`config.mk`:
```
export PLATFORM = sky130hd
export DESIGN_NAME = fetch_pc_unit
export DESIGN_NICKNAME = d
export VERILOG_FILES = /design/src/rtl/fetch_pc_unit.sv
export SDC_FILE = /design/constraint.sdc
export NUM_CORES = 1
export LEC_CHECK = 0
export CAP_MARGIN = 15
export CORE_MARGIN = 2
export CORE_UTILIZATION = 57
export DETAILED_ROUTE_END_ITERATION = 16
export PLACE_DENSITY = 0.85
export SLEW_MARGIN = 20
export SYNTH_ARGS = -nofsm -noshare
export SYNTH_HDL_FRONTEND = slang
export SYNTH_SLANG_ARGS = --single-unit
```
`constraint.sdc`:
```
create_clock -name clk -period 8.1 [get_ports clk]
set_input_delay 0.81 -clock clk [delete_from_list [all_inputs] [get_ports clk]]
set_output_delay 0.81 -clock clk [all_outputs]
set_load 0.005 [all_outputs]
```
`src/rtl/fetch_pc_unit.sv`:
```
// Fetch program-counter unit: next-PC selection (exception, redirect,
// stall, sequential) plus a small circular return-address stack that
// predicts JR $ra targets from JAL return addresses.
module fetch_pc_unit #(
   parameter int               WIDTH        = 32,
   parameter logic [WIDTH-1:0] RESET_VECTOR = '0,
   parameter logic [WIDTH-1:0] EXC_VECTOR   = WIDTH'(32'h8000_0180),
   parameter int               RAS_DEPTH    = 4
) (
   input  logic             clk,
   input  logic             reset,
   input  logic             stall,
   input  logic             redirect_valid,
   input  logic [WIDTH-1:0] redirect_target,
   input  logic             exc_valid,
   input  logic             ras_push,
   input  logic             ras_pop,
   output logic [WIDTH-1:0] pc,
   output logic [WIDTH-1:0] pc_plus4,
   output logic [WIDTH-1:0] ras_top,
   output logic             ras_empty,
   output logic             ras_overflow,
   output logic             misaligned
);

   localparam int               PTR_W    = $clog2(RAS_DEPTH);
   localparam int               CNT_W    = PTR_W + 1;
   localparam logic [CNT_W-1:0] CNT_FULL = CNT_W'(RAS_DEPTH);
   localparam logic [CNT_W-1:0] CNT_ONE  = CNT_W'(1);
   localparam logic [PTR_W-1:0] PTR_ONE  = PTR_W'(1);
   localparam logic [WIDTH-1:0] PC_STEP  = WIDTH'(4);

   logic [WIDTH-1:0] pc_next;

   // Return-address stack state: storage, pointer to the current top
   // entry, number of valid entries, and the sticky discard flag.
   logic [WIDTH-1:0] ras_mem [RAS_DEPTH];
   logic [PTR_W-1:0] top_ptr;
   logic [PTR_W-1:0] top_ptr_next;
   logic [CNT_W-1:0] ras_count;
   logic [CNT_W-1:0] ras_count_next;
   logic             ras_overflow_next;
   logic             ras_full;
   logic             ras_qual;
   logic             do_push;
   logic             do_pop;
   logic             wr_en;
   logic [PTR_W-1:0] wr_ptr;

   // Sequential address wraps modulo 2^WIDTH; misalignment is only reported.
   assign pc_plus4   = pc + PC_STEP;
   assign misaligned = |pc[1:0];

   assign ras_empty = (ras_count == '0);
   assign ras_full  = (ras_count == CNT_FULL);
   assign ras_top   = ras_empty ? '0 : ras_mem[top_ptr];

   // A stalled fetch ignores RAS requests unless the PC is being redirected.
   assign ras_qual = !stall || exc_valid || redirect_valid;
   assign do_push  = ras_push && ras_qual;
   assign do_pop   = ras_pop && ras_qual;

   // Next-PC priority: exception, redirect, stall hold, sequential.
   always_comb begin
      pc_next = pc_plus4;
      if (exc_valid)
         pc_next = EXC_VECTOR;
      else if (redirect_valid)
         pc_next = redirect_target;
      else if (stall)
         pc_next = pc;
   end

   // RAS next-state: replace-top on push+pop, circular push, guarded pop.
   always_comb begin
      wr_en             = 1'b0;
      wr_ptr            = top_ptr;
      top_ptr_next      = top_ptr;
      ras_count_next    = ras_count;
      ras_overflow_next = ras_overflow;
      if (do_push && do_pop && !ras_empty) begin
         wr_en  = 1'b1;
         wr_ptr = top_ptr;
      end else if (do_push) begin
         // When full, top_ptr+1 is the oldest entry, so it is overwritten.
         wr_en        = 1'b1;
         wr_ptr       = top_ptr + PTR_ONE;
         top_ptr_next = top_ptr + PTR_ONE;
         if (ras_full)
            ras_overflow_next = 1'b1;
         else
            ras_count_next = ras_count + CNT_ONE;
      end else if (do_pop && !ras_empty) begin
         top_ptr_next   = top_ptr - PTR_ONE;
         ras_count_next = ras_count - CNT_ONE;
      end
   end

   // PC register.
   always_ff @(posedge clk) begin
      if (reset)
         pc <= RESET_VECTOR;
      else
         pc <= pc_next;
   end

   // RAS control registers.
   always_ff @(posedge clk) begin
      if (reset) begin
         top_ptr      <= '0;
         ras_count    <= '0;
         ras_overflow <= 1'b0;
      end else begin
         top_ptr      <= top_ptr_next;
         ras_count    <= ras_count_next;
         ras_overflow <= ras_overflow_next;
      end
   end

   // RAS storage is never cleared; a reset only drops the pending write.
   always_ff @(posedge clk) begin
      if (wr_en && !reset)
         ras_mem[wr_ptr] <= pc_plus4;
   end

endmodule
```
==> impl_metrics.ini <==
[worst_setup_path]
regToRegStartpoint = pc[4]
cp_data_arrival_time_ns = 3.69
critPathCaptureType = primary output
crit_path_max_fanout = 11
worst_ep_required_time_ns = 7.29
cp_slowest_cell = sky130_fd_sc_hd__nor4_2
worstSetupStartpointType = register
crit_path_cell_trace = nand4_1, nor4_2, nand3_1, xnor2_1, clkdlybuf4s50_1
cp_slowest_stage_delay_ns = 0.98
timing_worst_setup_path_type = register to primary output
setup.worst_path.start = pc[4]

[job]
max_cap_viol_count = 0

[synth]
synth-compound-area-share_pct = 7.39
syn_inst = 581
ys.flop_type = sky130_fd_sc_hd__edfxtp_1
synth.distinct_cells = 64
muxShareOfSynthArea_pct = 10.2
count_of_flip_flops_with_a_built_in_enable_after_synthesis = 128
synth_xor_area_share_pct = 4.60
yosysTopAreaCellShare_pct = 49.4
synthSimpleGateAreaFrac_pct = 14.5
synth.net_count = 624
post-synth-top-area-cell = sky130_fd_sc_hd__edfxtp_1
synth.cell_area_sq_mm = 0.00779
synth.avg_cell_area_sq_um = 13.4
largest_family_of_logic_cells_by_synthesized_area = simple AND/OR/NAND/NOR gates
yosysSeqAreaShare_pct = 59.6
synth_top_cells_by_area = sky130_fd_sc_hd__edfxtp_1, sky130_fd_sc_hd__dfxtp_1, sky130_fd_sc_hd__mux4_2, sky130_fd_sc_hd__nor2b_1, sky130_fd_sc_hd__xnor2_1
synthesis.yosys.warnings = 0
async_reset_ff_share_pct = 0
synth.ff_latch_count = 168
yosys.area_share.adder_pct = 0.643

[timing]
relSlewSlack_pct = 22.9
max_slew.worst_pin.slew_ns = 1.15
finClkSkew_ns = 0.00486
finalWorstPathRequiredPeriod_ns = 4.50
grt_setup_unrepaired = no
drv_slew = 0
fin_setup_tns_ns = 0
max_freq_mhz = 222
final_critical_path_setup_slack_ns = 3.60
final_hold_viol_count = 0
timing.final.setup_violations = 0
fin_worst_hold_slack_ns = 0.462
post-route-period-util_pct = 55.6

[cells_and_area]
layout-drive-gt1-share_pct = 13.7
most_frequent_standard_cell_in_the_layout_excluding_fill_and_tap_cells = sky130_fd_sc_hd__clkdlybuf4s50_1
design.final.nets = 743
syn_to_final_growth_pct = 27.2
highest_count_cells_in_the_layout_ignoring_fill_and_taps = sky130_fd_sc_hd__clkdlybuf4s50_1, sky130_fd_sc_hd__edfxtp_1, sky130_fd_sc_hd__dfxtp_1
layoutNonFillerInstCount = 889
antenna_cells = 0
fill_cells = 799
post_route_design_area_sq_mm = 0.00990

[clock_tree]
cts.htree.levels = 4
clock_tree.buffer_depth = 2
clkLatencyLatePin_ns = 0.42
root_buffer = sky130_fd_sc_hd__clkbuf_16
clkSinkCount = 168
clk_pin_slew_worst_paths_ns = 0.06
tritoncts_buffers = 17
cts_setup_buffers = 0
tritoncts = done
cts-resized-gates = 0
cts_hold_buffers = 0

[global_route]
vias_in_the_first_global_route = 5450
grt.total_usage_pct = 27.7
grt_antenna_before_repair = 0
grt_first_pass_wirelength_mm = 30.1
globalRoute.totalOverflow = 0
grt_start_max_net_pins = 45

[pwr]
pwr-share-comb_pct = 25.8
seq_power_share_pct = 41.9
power_report.internal_total_mw = 1.87
max-vdd-ir-drop_v = 0.000212
leakage_nw = 3.19
switching_share_pct = 26.4
switchingPower_mw = 0.674
p_clk_share_pct = 32.3
power_density_mw_per_mm2 = 257

[floorplanning]
core-area_sq_mm = 0.0133
die_height_um = 121
core.rowCount = 42
start_util_pct = 58.6
fp.dieW_um = 121
boundaryPins = 138
fp.dieArea_sq_mm = 0.0146

[route]
postRouteAntennaNets = 0
wl_per_cell_um = 22.1
detail_route.iter0.violations = 594
firstDrtPassIters = 5
dr_total_vias = 5658
via_per_inst = 6.36
routed_wire_length_mm = 19.7
route.detailed.drc = 0

[status]
run_status = finished clean

[worst_hold_path]
worst_hold_startpoint = ras_overflow
worst_hold_path_type = register to register

[placement]
port_buffers = 137
gp_congestion = 0.866
numPlacedInstances = 857
pre_cts_slack_ns = 3.30
placement.cell_area_sq_mm = 0.00931
detailedPlacementHpwl_mm = 12.9
## power by group through the flow
stage / clock (mW) / combinational (mW) / sequential (mW)
detailed placement: 0 / 0.656 / 1.08
finish: 0.824 / 0.658 / 1.07
global placement: 0 / 0.639 / 1.07
CTS: 0.826 / 0.666 / 1.06
floorplan: 0 / 0.360 / 1.05
global route: 0.859 / 0.708 / 1.07
## critical path: cells and delay by family, from the launching register on
family | cells | cell delay, ns
buffers and inverters | 1 | 0.60
flip-flops | 1 | 0.53
XOR/XNOR | 1 | 0.46
AND/OR/NAND/NOR | 3 | 1.68
## per-layer routing
metal | share of wire, % | track usage [%] | routed length, um
met4 | 2.3 | 9.38 | 461
met3 | 6.3 | 5.73 | 1250
met1 | 41 | 36.2 | 8000
met5 | 0 | 0 | 0
met2 | 51 | 46.2 | 9970
## final timing paths
path / to / depth (start not counted) / slack [ns]
min: ras_overflow / 2 / 0.46
max reg2reg: ras_mem[0][25] / 4 / 5.17
max: pc_plus4[25] / 5 / 3.60
min reg2reg: ras_overflow / 2 / 0.46
## Yosys cell counts, drive strengths merged (2+ instances only)
cell type,number
o311ai,2
or4,8
nand3,21
buf,14
a31o,3
edfxtp,128
nor3,16
mux4,32
nor3b,2
a21oi,16
nor2,28
nand4,14
a31oi,10
inv,11
or3b,4
o31ai,5
or2,5
o41a,2
nor2b,38
nor4b,3
a311oi,6
a221oi,2
mux2i,5
clkbuf,31
or3,6
xnor2,27
and3,2
nand2b,6
dfxtp,40
o21ai,23
nand2,15
mux2,2
o21a,2
and4,6
a21o,2
ha,4
nand4b,2
nor4,9
xor2,13
a211oi,5
## through the flow
step	utilization [%]	power [mW]
after floorplan	-	1.41
after global placement	70.0	1.71
after detailed placement	70.0	1.74
after CTS	74.5	2.56
after global routing	74.5	2.64
final	74.5	2.55
## area by class of cell
cell class	instances	area [sq um]	share of cell area [%]
flip-flops and latches	168	4650	46.9
multi-input cells	356	2960	29.9
repair buffers	145	1430	14.4
clock buffers	22	475	4.80
well taps	176	220	2.22
clock inverters	10	126	1.28
inverters	12	45.0	0.455
## kinds of logic (layout without fill, tap and decap cells)
family	Yosys count	count (layout)
buffers and inverters	57	189
multiplexers	39	39
AND/OR/NAND/NOR	187	187
AO/OA/AOI/OAI	86	86
flip-flops	168	168
XOR/XNOR	40	40
adder cells (fa/ha/maj)	4	4
## flip-flops by register name, summed over array words and instances, names as in the netlist, named ones only
signal and flops:
ras_mem 128, pc 30, ras_count 3, top_ptr 2, ras_overflow 1
Power figures use the tool's default switching activity.
